==> config.mk <==
export PLATFORM = sky130hd
export DESIGN_NAME = msdap_out_receiver
export DESIGN_NICKNAME = d
export VERILOG_FILES = /design/src/rtl/msdap_out_receiver.sv
export SDC_FILE = /design/constraint.sdc
export NUM_CORES = 1
export LEC_CHECK = 0
export ABC_AREA = 1
export ABC_CLOCK_PERIOD_IN_PS = 6600
export CAP_MARGIN = 10
export CELL_PAD_IN_SITES_DETAIL_PLACEMENT = 0
export CELL_PAD_IN_SITES_GLOBAL_PLACEMENT = 1
export CORE_MARGIN = 1.5
export CORE_UTILIZATION = 48
export CTS_BUF_LIST = sky130_fd_sc_hd__clkbuf_8
export CTS_CLUSTER_DIAMETER = 150
export CTS_CLUSTER_SIZE = 30
export DETAILED_ROUTE_END_ITERATION = 8
export GPL_TIMING_DRIVEN = 0
export PLACE_DENSITY = 0.87
export SETUP_SLACK_MARGIN = 0.02
export SYNTH_ARGS = -nofsm -noshare
export SYNTH_HDL_FRONTEND = slang
export SYNTH_SLANG_ARGS = --single-unit
==> constraint.sdc <==
create_clock -name Sclk -period 6.6 [get_ports Sclk]
set_input_delay 0.66 -clock Sclk [delete_from_list [all_inputs] [get_ports Sclk]]
set_output_delay 0.66 -clock Sclk [all_outputs]
set_load 0.01 [all_outputs]
==> src/rtl/msdap_out_receiver.sv <==
// Host-side receiver for the MSDAP serial output: deserializes left/right words
// MSB-first and queues them in a show-ahead FIFO drained by valid/ready.
module msdap_out_receiver #(
   parameter int WIDTH      = 40,
   parameter int FIFO_DEPTH = 4,
   parameter int CNT_W      = 16
) (
   input  logic                          Sclk,
   input  logic                          Reset_n,
   input  logic                          Frame,
   input  logic                          OutReady,
   input  logic                          OutputL,
   input  logic                          OutputR,
   input  logic                          Clear_err,
   input  logic                          Word_ready,
   output logic                          Word_valid,
   output logic [WIDTH-1:0]              WordL,
   output logic [WIDTH-1:0]              WordR,
   output logic [$clog2(FIFO_DEPTH):0]   Fifo_count,
   output logic [CNT_W-1:0]              Word_count,
   output logic                          Frame_err,
   output logic                          Overflow
);

   localparam int AW = $clog2(FIFO_DEPTH);
   localparam int CW = $clog2(WIDTH);
   localparam logic [AW:0] DEPTH_C = (AW+1)'(FIFO_DEPTH);

   typedef enum logic [1:0] {IDLE, SHIFT, PUSH} state_t;

   state_t           state_q, state_d;
   logic [CW-1:0]    cnt_q;
   logic [WIDTH-1:0] sh_l_q, sh_r_q;
   logic             start, capture, shift_en, push, err_set;

   logic [WIDTH-1:0] mem_l_q [FIFO_DEPTH];
   logic [WIDTH-1:0] mem_r_q [FIFO_DEPTH];
   logic [AW-1:0]    rd_q, rd_d, wr_q, wr_d;
   logic [AW:0]      count_q, count_d;
   logic [WIDTH-1:0] head_l_q, head_l_d, head_r_q, head_r_d;
   logic [CNT_W-1:0] wc_q, wc_d;
   logic             ferr_q, ferr_d, ovf_q, ovf_d;
   logic             pop, full, wr_en, ovf_set;

   assign start = Frame & OutReady;

   always_ff @(posedge Sclk) begin
      if (!Reset_n) state_q <= IDLE;
      else          state_q <= state_d;
   end

   always_comb begin
      state_d = state_q;
      case (state_q)
         IDLE:  if (start) state_d = SHIFT;
         SHIFT: begin
            if (!OutReady)       state_d = IDLE;
            else if (Frame)      state_d = SHIFT;
            else if (cnt_q == 0) state_d = PUSH;
         end
         PUSH:    state_d = start ? SHIFT : IDLE;
         default: state_d = IDLE;
      endcase
   end

   // A Frame inside a word flags an error but is still honoured as a new MSB.
   always_comb begin
      capture  = 1'b0;
      shift_en = 1'b0;
      push     = 1'b0;
      err_set  = 1'b0;
      case (state_q)
         IDLE:  capture = start;
         SHIFT: begin
            if (!OutReady) err_set = 1'b1;
            else if (Frame) begin
               err_set = 1'b1;
               capture = 1'b1;
            end else shift_en = 1'b1;
         end
         PUSH: begin
            push    = 1'b1;
            capture = start;
         end
         default: ;
      endcase
   end

   always_ff @(posedge Sclk) begin
      if (!Reset_n) begin
         sh_l_q <= '0;
         sh_r_q <= '0;
         cnt_q  <= '0;
      end else if (capture) begin
         sh_l_q <= {{(WIDTH-1){1'b0}}, OutputL};
         sh_r_q <= {{(WIDTH-1){1'b0}}, OutputR};
         cnt_q  <= CW'(WIDTH-2);
      end else if (shift_en) begin
         sh_l_q <= {sh_l_q[WIDTH-2:0], OutputL};
         sh_r_q <= {sh_r_q[WIDTH-2:0], OutputR};
         cnt_q  <= cnt_q - 1'b1;
      end
   end

   // When full, a simultaneous pop frees the slot the push lands in.
   always_comb begin
      pop     = (count_q != '0) & Word_ready;
      full    = (count_q == DEPTH_C);
      wr_en   = push & (~full | pop);
      ovf_set = push & full & ~pop;
      rd_d    = pop   ? rd_q + 1'b1 : rd_q;
      wr_d    = wr_en ? wr_q + 1'b1 : wr_q;
      case ({wr_en, pop})
         2'b10:   count_d = count_q + 1'b1;
         2'b01:   count_d = count_q - 1'b1;
         default: count_d = count_q;
      endcase
      head_l_d = head_l_q;
      head_r_d = head_r_q;
      if (count_d != '0) begin
         if (wr_en && (wr_q == rd_d)) begin
            head_l_d = sh_l_q;
            head_r_d = sh_r_q;
         end else begin
            head_l_d = mem_l_q[rd_d];
            head_r_d = mem_r_q[rd_d];
         end
      end
      wc_d   = push ? wc_q + 1'b1 : wc_q;
      ferr_d = err_set | (ferr_q & ~Clear_err);
      ovf_d  = ovf_set | (ovf_q & ~Clear_err);
   end

   always_ff @(posedge Sclk) begin
      if (wr_en) begin
         mem_l_q[wr_q] <= sh_l_q;
         mem_r_q[wr_q] <= sh_r_q;
      end
   end

   always_ff @(posedge Sclk) begin
      if (!Reset_n) begin
         rd_q     <= '0;
         wr_q     <= '0;
         count_q  <= '0;
         head_l_q <= '0;
         head_r_q <= '0;
         wc_q     <= '0;
         ferr_q   <= 1'b0;
         ovf_q    <= 1'b0;
      end else begin
         rd_q     <= rd_d;
         wr_q     <= wr_d;
         count_q  <= count_d;
         head_l_q <= head_l_d;
         head_r_q <= head_r_d;
         wc_q     <= wc_d;
         ferr_q   <= ferr_d;
         ovf_q    <= ovf_d;
      end
   end

   assign Word_valid = (count_q != '0);
   assign WordL      = head_l_q;
   assign WordR      = head_r_q;
   assign Fifo_count = count_q;
   assign Word_count = wc_q;
   assign Frame_err  = ferr_q;
   assign Overflow   = ovf_q;

endmodule

== Yosys cells after proc, flatten, opt, wreduce, memory -nomap -nowiden ==
Memory sizes are Yosys's and may differ from the RTL's. A register that Yosys moved wholly into a read port is not among the register bits.
Index checks and enable logic that the tools add are counted.

* Input port bits: 8
* Logic and storage cells: 77
* RAM bits: 320
* Bits in registers: 113
* Output and inout bits: 102
* Memories kept: 2

{| class="wikitable"
|+ Memories
! name !! depth !! width !! rd ports !! clocked after memory_dff !! wr ports !! line !! RTL
|-
| mem_l_q || 4 || 40 || 1 || 1 || 1 || 36 || <nowiki>logic [WIDTH-1:0] mem_l_q [FIFO_DEPTH];</nowiki>
|-
| mem_r_q || 4 || 40 || 1 || 1 || 1 || 37 || <nowiki>logic [WIDTH-1:0] mem_r_q [FIFO_DEPTH];</nowiki>
|}

* Mux-type cells: 25
* $add $sub $neg: 6
* Reductions and logical operators: 10
* Equality and inequality tests: 7
* Bitwise logic cells: 14

{| class="wikitable"
|+ Operator list
! kind !! count
|-
| $add A16 B1 Y16 const B || 1
|-
| $mux W1 || 15
|-
| $mux W6 || 2
|-
| $mux W2 || 5
|-
| $and A1 B1 Y1 || 7
|-
| $logic_not A6 Y1 || 1
|-
| $pmux W2 S3 || 1
|-
| $pmux W3 S2 || 1
|-
| $reduce_bool A3 Y1 || 2
|-
| $sub A6 B1 Y6 const B || 1
|-
| $add A2 B1 Y2 const B || 2
|-
| $eq A2 B1 Y1 const B || 2
|-
| $eq A2 B2 Y1 const B || 2
|-
| $ne A4 B4 Y1 const B || 1
|-
| $not A1 Y1 || 4
|-
| $reduce_or A2 Y1 || 2
|-
| $add A3 B1 Y3 const B || 1
|-
| $eq A3 B3 Y1 const B || 1
|-
| $or A1 B1 Y1 || 3
|-
| $sub A3 B1 Y3 const B || 1
|-
| $logic_not A1 Y1 || 2
|-
| $logic_not A2 Y1 || 1
|-
| $ne A2 B2 Y1 const B || 1
|-
| $pmux W1 S2 || 1
|-
| other kinds (2) || 2
|}

== Logic depth before layout (Yosys ltp) ==
* Depth after elaboration: 7
* Depth in mapped cells: 15
* Depth with buffers taken out: 13

== Worst setup path before layout ==
No wires, ideal clock.

* Path kind: input-to-reg
* Start point: input port Word_ready
* End point: memory mem_l_q[0][0], enable pin
* Stages: 5
* Arrival time: 4.414 ns
* Setup time: 0.519 ns
* Path slack: 1.667 ns
* Path through: buf_2 > nor2_1 > nand2_1 > nand2_4 > nor2_1

* Longest elaborated chain between the ends: 5

{| class="wikitable"
|+ RTL lines
! item !! line !! RTL
|-
| from (decl) || 15 || <nowiki>input logic Word_ready,</nowiki>
|-
| $and A1 B1 Y1 || 107 || <nowiki>pop = (count_q != '0) & Word_ready;</nowiki>
|-
| $or A1 B1 Y1 || 109 || <nowiki>wr_en = push & (~full | pop);</nowiki>
|-
| $and A1 B1 Y1 || 109 ||
|-
| $mux W1 || 135 || <nowiki>if (wr_en) begin</nowiki>
|-
| $mux W1 (implied by the code) || 136 || <nowiki>mem_l_q[wr_q] <= sh_l_q;</nowiki>
|-
| to (decl) || 36 ||
|}

No other way between the ends.

== Worst setup path after layout ==
* Start point: register count_q[1], in the netlist Fifo_count[1]
* End point: register head_l_q[15], in the netlist WordL[15], read port of mem_l_q

* Longest elaborated chain between the ends: 7
* Elaborated cells between the ends (all ways): 13
* Classes of those cells: 2 x add/sub; 3 x eq/ne; 2 x mux; 4 x bitwise; 2 x reduce/logical

{| class="wikitable"
|+ RTL lines
! item !! line !! RTL
|-
| from (decl) || 39 || <nowiki>logic [AW:0] count_q, count_d;</nowiki>
|-
| from (signal assigned) || 154 || <nowiki>count_q <= count_d;</nowiki>
|-
| $reduce_bool A3 Y1 / $eq A3 B3 Y1 (equally long branches) || 107, 108 ||
|-
| $and A1 B1 Y1 / $not A1 Y1 (equally long branches) || 107, 109 ||
|-
| $or A1 B1 Y1 || 109 ||
|-
| $and A1 B1 Y1 || 109 ||
|-
| $eq A2 B1 Y1 / $eq A2 B2 Y1 (equally long branches) || 113 || <nowiki>case ({wr_en, pop})</nowiki>
|-
| $pmux W3 S2 || 113 ||
|-
| $reduce_bool A3 Y1 || 120 || <nowiki>if (count_d != '0) begin</nowiki>
|-
| to (decl) || 40 || <nowiki>logic [WIDTH-1:0] head_l_q, head_l_d, head_r_q, head_r_d;</nowiki>
|}

Parallel ways exist; a longest one is shown, timed or not.
A chain may end at the register's enable or synchronous reset.

==> results.md <==
- Status: complete, no violations
- H-tree levels: 1
- Routed WL: 61400 um
- Distinct cell type count after synthesis: 29
- Placed cell area: 24000 um2
- Post-DRT Antenna Nets: 0
- Clk_lat worst skew: 660 ps
- Chip Width: 216 um
- Met1 Use GR: 0.354
- Setup violators final: 0
- Worst path required time: 7100 ps
- Clock sinks: 513
- HP Class: input pin to flop
- GRT Residual Overflow: 0
- DRC: 0
- Number of port buffers: 107
- Crit-path cells: nor2_4 > nand2_4 > nand3_1 > fa_1 > inv_1 > nand3_1 > nand2_1 > nor2_4 > clkbuf_1 > nand3b_1 > nand2_1 > nor2_1
- Diodes inserted: 0
- CTS tree: built
- Syn avg cell area: 9.16 um2
- Critical path launch point type: flop
- Layout Skew: 66.9 ps
- Reg power frac: 0.363
- Fin crit share: 0.477
- Synthesized Nets: 2392
- Root Buffer: clkbuf_8
- Peak VDD IR: 0.271 mV
- Clock period minus worst slack: 3150 ps
- Synth area leaders: edfxtp_1 (44%), dfxtp_1 (18%), nand2_1 (12%)
- Register area share after synthesis: 0.619
- Crit path max fanout: 10
- Combinational share of power: 0.512
- Relative slew slack: 0.421
- CP top delay family: simple AND/OR/NAND/NOR gates
- Layout fillers: 4100
- Slowest CP cell: clkbuf_1
- Iter 0 DRT Violations: 1676
- # nets final: 2537
- Slack of the critical path: 3450 ps
- Vias per cell: 5.47
- Worst EP arrival: 3650 ps
- Post-Syn Instances: 2376
- P_leak: 9.38 nW
- First-pass GRT wire length: 95100 um
- Largest net degree at the start of global routing: 32
- Cell area after layout: 24300 um2
- Initial Util: 0.489
- Setup bufs post-CTS: 0
- FF+latch count, synth: 513
- Synth Cell Area: 21800 um2
- CP max stage delay: 690 ps
- Vias post-DR: 17100
- Initial antenna violation count: 0
- Pwr Density: 417 nW/um2
- Finished Core Util: 0.547
- Maxcap violations: 0
- Top_reg_cell synth: edfxtp_1
- # resized after CTS: 0
- Grt met2 use: 0.444
- Setup slack at placement: 3300 ps
- Area Growth Syn to Fin: 11.9%
- GR Util met3: 0.0347
- Pre-Repair DR Iteration Count: 5
- Core Area: 44500 um2
- CTS clk-pin slew, worst paths: 170 ps
- Wire length per cell: 19.6 um
- Synth warn: 0
- Final slew viol count: 0
- Post-synth top area share: 0.442
- Cell taking the most area after synthesis: edfxtp_1
- Clock Power Share: 0.125
- I/O pin cnt: 110
- Worst setup path start: Fifo_count[1]$_SDFF_PN0_
- Bufs on Longest Clock Path: 3
- Row Count: 77
- Total Routing Usage GR: 0.262
- Detailed placer's ending HPWL: 42000 um
- Fraction of registers with async set/reset: 0
- Max Freq: 0.318 GHz
- Routability cong.: 0.850
- Worst path bufs/invs: 2
- Hold Crit Start: Word_ready
- Commonest cells in the netlist: nand2_1 (692), edfxtp_1 (320), nand3_1 (279)
- EDFF count, synth: 320
- Critical path capture point type: flop
- Switching share of power: 0.446
- Slew @ Worst Pin: 869 ps
- Internal: 5.62 mW
- FF-to-FF Start: Fifo_count[1]$_SDFF_PN0_
- CP Class: flop to flop
- Vert. Die Dim: 216 um
- Cell with the most instances after synthesis: nand2_1
- Number of global-route vias before repair: 16400
- RSZ-0062 raised after global routing: false
- Busiest layer in global routing: met2
- Share of post-route cells with drive strength above 1: 0.0418
- Hold Fails Final Rpt: 0
- Die area: 46600 um2
- CTS Hold Bufs: 0
- Num CTS Buffers: 21
- Sw Pwr: 4.53 mW
power by group through the flow:
stage               clock network [mW]  registers, mW  logic [mW]
floorplan                            0           3.80        3.28
global placement                     0           3.75        5.08
detailed placement                   0           3.76        5.14
CTS                               1.28           3.69        5.16
global route                      1.39           3.71        5.73
finish                            1.26           3.69        5.19
cell families after synthesis:
group,after synthesis,share of synthesized area
adder cells (fa/ha/maj),8,0.00495
AO/OA/AOI/OAI,124,0.0288
flip-flops,513,0.619
XOR/XNOR,2,0.000805
buffers and inverters,332,0.0618
AND/OR/NAND/NOR,1397,0.284
cell usage in the layout (no fill, tap or decap), types with 18 or more instances in the layout:
master,netlist,layout
clkbuf_1,88,88
nand2_1,692,692
o21ai_0,18,18
a21oi_1,103,103
nor2_1,236,232
nand3_1,279,279
buf_1,23,23
nand3b_1,80,80
edfxtp_1,320,320
buf_2,34,34
nand4_1,85,85
dfxtp_1,193,193
clkbuf_8,0,21
clkdlybuf4s50_1,0,107
inv_1,169,184
metrics by stage:
step	TNS [ps]	hold slack, ps	power (mW)	cells
after floorplan	0	441	7.07	2376
after global placement	-450730	451	8.83	3075
after detailed placement	0	464	8.90	3090
after CTS	0	451	10.1	3127
after global routing	0	502	10.8	3127
final	0	471	10.1	3127
final cells by class:
type	instances	area [um2]	area share
Sequential cell	513	13500	0.553
Multi-Input combinational cell	1531	6970	0.286
Timing Repair Buffer	122	1450	0.0594
Tap cell	592	741	0.0304
Buffer	153	673	0.0276
Inverter	179	672	0.0276
Clock buffer	21	289	0.0119
Clock inverter	16	86.3	0.00355
metal layers:
layer	part of all wire	up-vias
met5	0	-
met4	0.026	0
met3	0.072	88
met2	0.48	674
met1	0.42	8197
li1	-	8140
sequential cells by signal, indices dropped and copies added, names as in the netlist:
signal      flops
mem_r_q       160
cnt_q           6
Word_count     16
sh_l_q         40
Overflow        1
WordL          40
Fifo_count      3
Frame_err       1
wr_q            2
sh_r_q         40
mem_l_q       160
state_q         2
rd_q            2
WordR          40
final timing paths:
check | endpoint | slack, ps | depth (start not counted)
setup / recovery | WordL[15]$_SDFFE_PN0P_ | 3450 | 12
hold / removal | Overflow$_SDFF_PN0_ | 470 | 4
setup reg to reg | WordL[15]$_SDFFE_PN0P_ | 3450 | 12
hold reg to reg | cnt_q[0]$_SDFFE_PP0P_ | 490 | 2
tightest hold or removal path: stages:
cell,delay [ps]
buf_2,190
nor2_1,100
nand3_1,80
a21oi_1,70
Note: power is estimated with default switching activity, not from simulation.
==> edit 1: new RTL, config.mk and constraints unchanged <==
Take the reset off `wc_q` and load it in a clocked block of its own.
--- a/src/rtl/msdap_out_receiver.sv
+++ b/src/rtl/msdap_out_receiver.sv
@@ -147,3 +147,2 @@
          head_r_q <= '0;
-         wc_q     <= '0;
          ferr_q   <= 1'b0;
@@ -156,3 +155,2 @@
          head_r_q <= head_r_d;
-         wc_q     <= wc_d;
          ferr_q   <= ferr_d;
@@ -160,2 +158,6 @@
       end
+   end
+
+   always_ff @(posedge Sclk) begin
+      wc_q <= wc_d;
    end
Function: same outputs for any inputs over 10 cycles, from zero or initial values and one cycle with Reset_n low; that may be too few to reach the edited logic, so the function may still have changed.
==> edit 1 against the original RTL <==
- sequential cell count is the same
- non-clock buffer count is 5 higher
- power shrank 7.2%
- wire length down 4.3%
- synthesized cell count grew 1.3%
- first-iteration DRC count is 3.6% higher
- via count fell by 1.3%
- synthesized area grew 1.9%
- design area grew 1.3%
- critical path depth up 2
- setup slack lost 0.27 ns
- maximum frequency fell by 7.8%
- combinational power decreased by 13%
- critical endpoint is now WordL[13]$_SDFFE_PN0P_
==> edit 1: results (changes against the original RTL) <==
Fillers=4134 (was 4100); Worst EP arrival=3.96 ns (was 3.65 ns); Hold Crit Class=reg2reg (was in2reg); Resized cells post-CTS=0 (unchanged); clock latency on the worst-skew pair=0.65 ns; Leak=9.82 nW (was 9.38 nW); via count=16900 (was 17100); clock slew at reported path FFs=0.18 ns; placed cell area=24300 sq um (was 24000 sq um); pre-CTS setup slack=2.72 ns (was 3.30 ns); vias in the first global route=16300 (was 16400); reg2reg path depth=14 (was 12); global-route usage over all layers=24.7% (was 26.2%); CP Capture Point=WordL[13]$_SDFFE_PN0P_ (was WordL[15]$_SDFFE_PN0P_); Setup Skew=0.0627 ns (was 0.0669 ns); Worst R2R Start=state_q[1]$_SDFFE_PN0P_ (was Fifo_count[1]$_SDFF_PN0_); GP Congestion=0.831 (was 0.850); CP max FO=21 (was 10); fmax=293 MHz (was 318 MHz); Yosys cell types=28 (was 29); non-filler cells in the finished layout=3165 (was 3127); Post-synth EDFFs=336 (was 320); share of the synthesized area in the top cell type=45.5% (was 44.2%); Cell Int Power=0.00545 W (was 0.00562 W); Post-synth top cells=nand2_1 (637), nand3_1 (339), edfxtp_1 (336) (was nand2_1 (692), edfxtp_1 (320), nand3_1 (279)); DRT Pass-1 Iters=6 (was 5); Area contributors post-synth=edfxtp_1 (46%), dfxtp_1 (16%), nand2_1 (11%) (was edfxtp_1 (44%), dfxtp_1 (18%), nand2_1 (12%)); dpl cells=3127 (was 3090); first-pass GRT wire length=90600 microns (was 95100 microns); HPWL Detailed=38700 microns (was 42000 microns); FFs w/ async S/R, synth=0% (unchanged); register area share after synthesis=61.5% (was 61.9%); status=finished, final reports clean (unchanged); number of setup buffers added after CTS=0 (unchanged); Final Hold Fails=0 (unchanged); Syn Inst Count=2407 (was 2376); worst vdd ir=214 uV (was 271 uV); Initial DRC Count=1737 (was 1676); share of layout cells above drive strength 1=5.97% (was 4.18%); routed wire length=58800 microns (was 61400 microns); IO Port Bufs=108 (was 107); Net count, final=2566 (was 2537); Worst-Margin Slew=1.04 ns (was 0.869 ns); Worst R2R Setup Slack=3.19 ns (was 3.45 ns); initial antenna violation count=2 (was 0)
[edit 1: cell types whose count changed after synthesis, sizes merged, moves of 11 or more]
cell / change
inv: +62
dfxtp: -16
buf: +33
o21ai: -11
clkbuf: -26
nand3: +61
a21oi: -14
edfxtp: +16
nand2: -56
nor2: -23
[edit 1: worst min-delay path by stage]
stage,start,end,slack [ns],cells after the start
finish,Frame_err$_SDFF_PN0_,Frame_err$_SDFF_PN0_,0.48,2
global route,Reset_n,cnt_q[1]$_SDFFE_PN0P_,0.49,3
detailed placement,Frame_err$_SDFF_PN0_,Frame_err$_SDFF_PN0_,0.46,2
global placement,cnt_q[0]$_SDFFE_PP0P_,cnt_q[0]$_SDFFE_PP0P_,0.45,2
CTS,Reset_n,cnt_q[1]$_SDFFE_PN0P_,0.46,3
floorplan,cnt_q[0]$_SDFFE_PP0P_,cnt_q[0]$_SDFFE_PP0P_,0.44,2
[edit 1: metal layers]
layer	share of wire, %	global-route usage (%)	vias up
met1	41	32.3	7891
li1	-	-	8208
met2	48	42.7	665
met3	7.8	2.98	110
met4	2.9	8.11	0
met5	0	0	-
[edit 1: power groups by stage]
| stage | Sequential (W) | Clock, W | Combinational, W |
|---|---|---|---|
| finish | 0.00367 | 0.00124 | 0.00450 |
| global route | 0.00369 | 0.00135 | 0.00502 |
| CTS | 0.00367 | 0.00126 | 0.00450 |
| detailed placement | 0.00374 | 0 | 0.00448 |
| global placement | 0.00374 | 0 | 0.00441 |
| floorplan | 0.00381 | 0 | 0.00284 |
[edit 1: worst max-delay path, stage by stage, from the launching register on]
cell,delay (ns)
dfxtp_1,0.37
inv_1,0.08
nor2_4,0.47
nand3b_1,0.28
fa_1,0.22
inv_1,0.04
nand2_1,0.07
nand2_1,0.06
nand2_1,0.06
nand2_2,0.36
nand2_2,0.29
clkinv_1,0.42
buf_4,0.36
nor2_1,0.15
nor2_1,0.06
[edit 1: layout make-up]
class	instances	area, sq um	area share, %
multi-input combinational	1494	6930	28.1
buffer	160	742	3.01
clock buffer	21	289	1.17
sequential	513	13600	55.3
clock inverter	16	86.3	0.350
timing repair buffer	120	1330	5.39
antenna	1	2.50	0.0101
tap	600	751	3.04
inverter	240	901	3.65
[edit 1: cells by family (layout without fill, tap and decap cells)]
logic type	after synthesis	count (layout)	share of synthesized area, %
AND/OR/NAND/NOR	1373	1373	27.8
flip-flops	513	513	61.5
buffers and inverters	400	557	7.41
AO/OA/AOI/OAI	100	100	2.30
XOR/XNOR	13	13	0.514
adder cells (fa/ha/maj)	8	8	0.485
other	0	1	0
[edit 1: stage by stage]
stage               hold WS (ns)  util (%)  power (W)
floorplan                  0.441         -    0.00664
global placement           0.452      52.8    0.00814
detailed placement         0.456      53.4    0.00822
CTS                        0.461      54.2    0.00943
global route               0.486      54.2     0.0101
finish                     0.477      54.2    0.00941
==> edit 2: new RTL, same flow settings <==
Without the edit above. Set the parameter `FIFO_DEPTH` to 2 (it was 4).
--- a/src/rtl/msdap_out_receiver.sv
+++ b/src/rtl/msdap_out_receiver.sv
@@ -4,3 +4,3 @@
    parameter int WIDTH      = 40,
-   parameter int FIFO_DEPTH = 4,
+   parameter int FIFO_DEPTH = 2,
    parameter int CNT_W      = 16
Interface: changed (resized Fifo_count); port bits go from 110 to 109. The function was not compared with the original's and may differ.
==> edit 2 against the original RTL <==
- setup slack improved by 0.27 ns
- utilization rose by 0.44 points
- sequential power fell by 38%
- power fell by 67%
- sequential cell count fell by 163
- combinational power fell by 96%
- synthesized area fell by 32%
- register-to-register slack improved by 0.33 ns
- non-clock buffer count fell by 52
- design area fell by 31%
- wire length fell by 40%
- critical path type is now in2reg
- critical endpoint is now WordR[15]$_SDFFE_PN0P_
- largest cell class unchanged
- largest power group is now registers
==> edit 2: results (changes against the original RTL) <==
M1 WL=16800 microns (was 25800 microns); Final Total Pwr=0.00338 W (was 0.0101 W); status=finished, final reports clean (unchanged); HPWL Detailed=24000 microns (was 42000 microns); slowest stage cell, crit path=nand3_1 (was clkbuf_1); Post-synth top cells=nand2_1 (677), dfxtp_1 (190), inv_1 (188) (was nand2_1 (692), edfxtp_1 (320), nand3_1 (279)); Worst Hold Depth=2 (was 4); vias per cell=5.13 (was 5.47); Net count, final=1911 (was 2537); WL met3=2370 microns (was 4430 microns); Hold Crit Class=reg2reg (was in2reg); clock latency on the worst-skew pair=0.56 ns (was 0.66 ns); Compound-Gate Fraction of Synth Area=3.92% (was 2.88%); global-route usage over all layers=23.2% (was 26.2%); adder-cell share of the synthesized area=0.252% (was 0.495%); top flop regs=mem_l_q: 80 flops, mem_r_q: 80 flops (was mem_l_q: 160 flops, mem_r_q: 160 flops); Leak=7.39 nW (was 9.38 nW); vias in the first global route=11000 (was 16400); combinational power share=6.8% (was 51.2%); IO Port Bufs=108 (was 107); TritonCTS Buffers=15 (was 21); sequential share of power=67.8% (was 36.3%); Setup Skew=0.0274 ns (was 0.0669 ns); via count=11800 (was 17100); first-pass GRT wire length=58400 microns (was 95100 microns); Post-synth EDFFs=160 (was 320); Syn Inst Count=1769 (was 2376); Fillers=2856 (was 4100)
==> edit 2: path summary, 6_finish.rpt <==
check | slack [ns] | startpoint | to
hold reg to reg | 0.48 | cnt_q[0]$_SDFFE_PP0P_ | cnt_q[0]$_SDFFE_PP0P_
hold / removal | 0.48 | cnt_q[0]$_SDFFE_PP0P_ | cnt_q[0]$_SDFFE_PP0P_
setup reg to reg | 3.78 | Fifo_count[0]$_SDFF_PN0_ | WordR[15]$_SDFFE_PN0P_
setup / recovery | 3.72 | Word_ready | WordR[15]$_SDFFE_PN0P_
==> edit 2: final cells by class <==
cell class | count | share of cell area [%]
Multi-Input combinational cell | 1112 | 30.1
Sequential cell | 350 | 51.0
Buffer | 109 | 2.78
Timing Repair Buffer | 114 | 7.21
Inverter | 198 | 4.41
Tap cell | 396 | 2.94
Clock inverter | 10 | 0.267
Clock buffer | 15 | 1.22
==> edit 2: worst max-delay path: cells and delay by family <==
kind / cells / cell delay (ns)
AND/OR/NAND/NOR: 5 / 1.69
buffers and inverters: 4 / 1.02
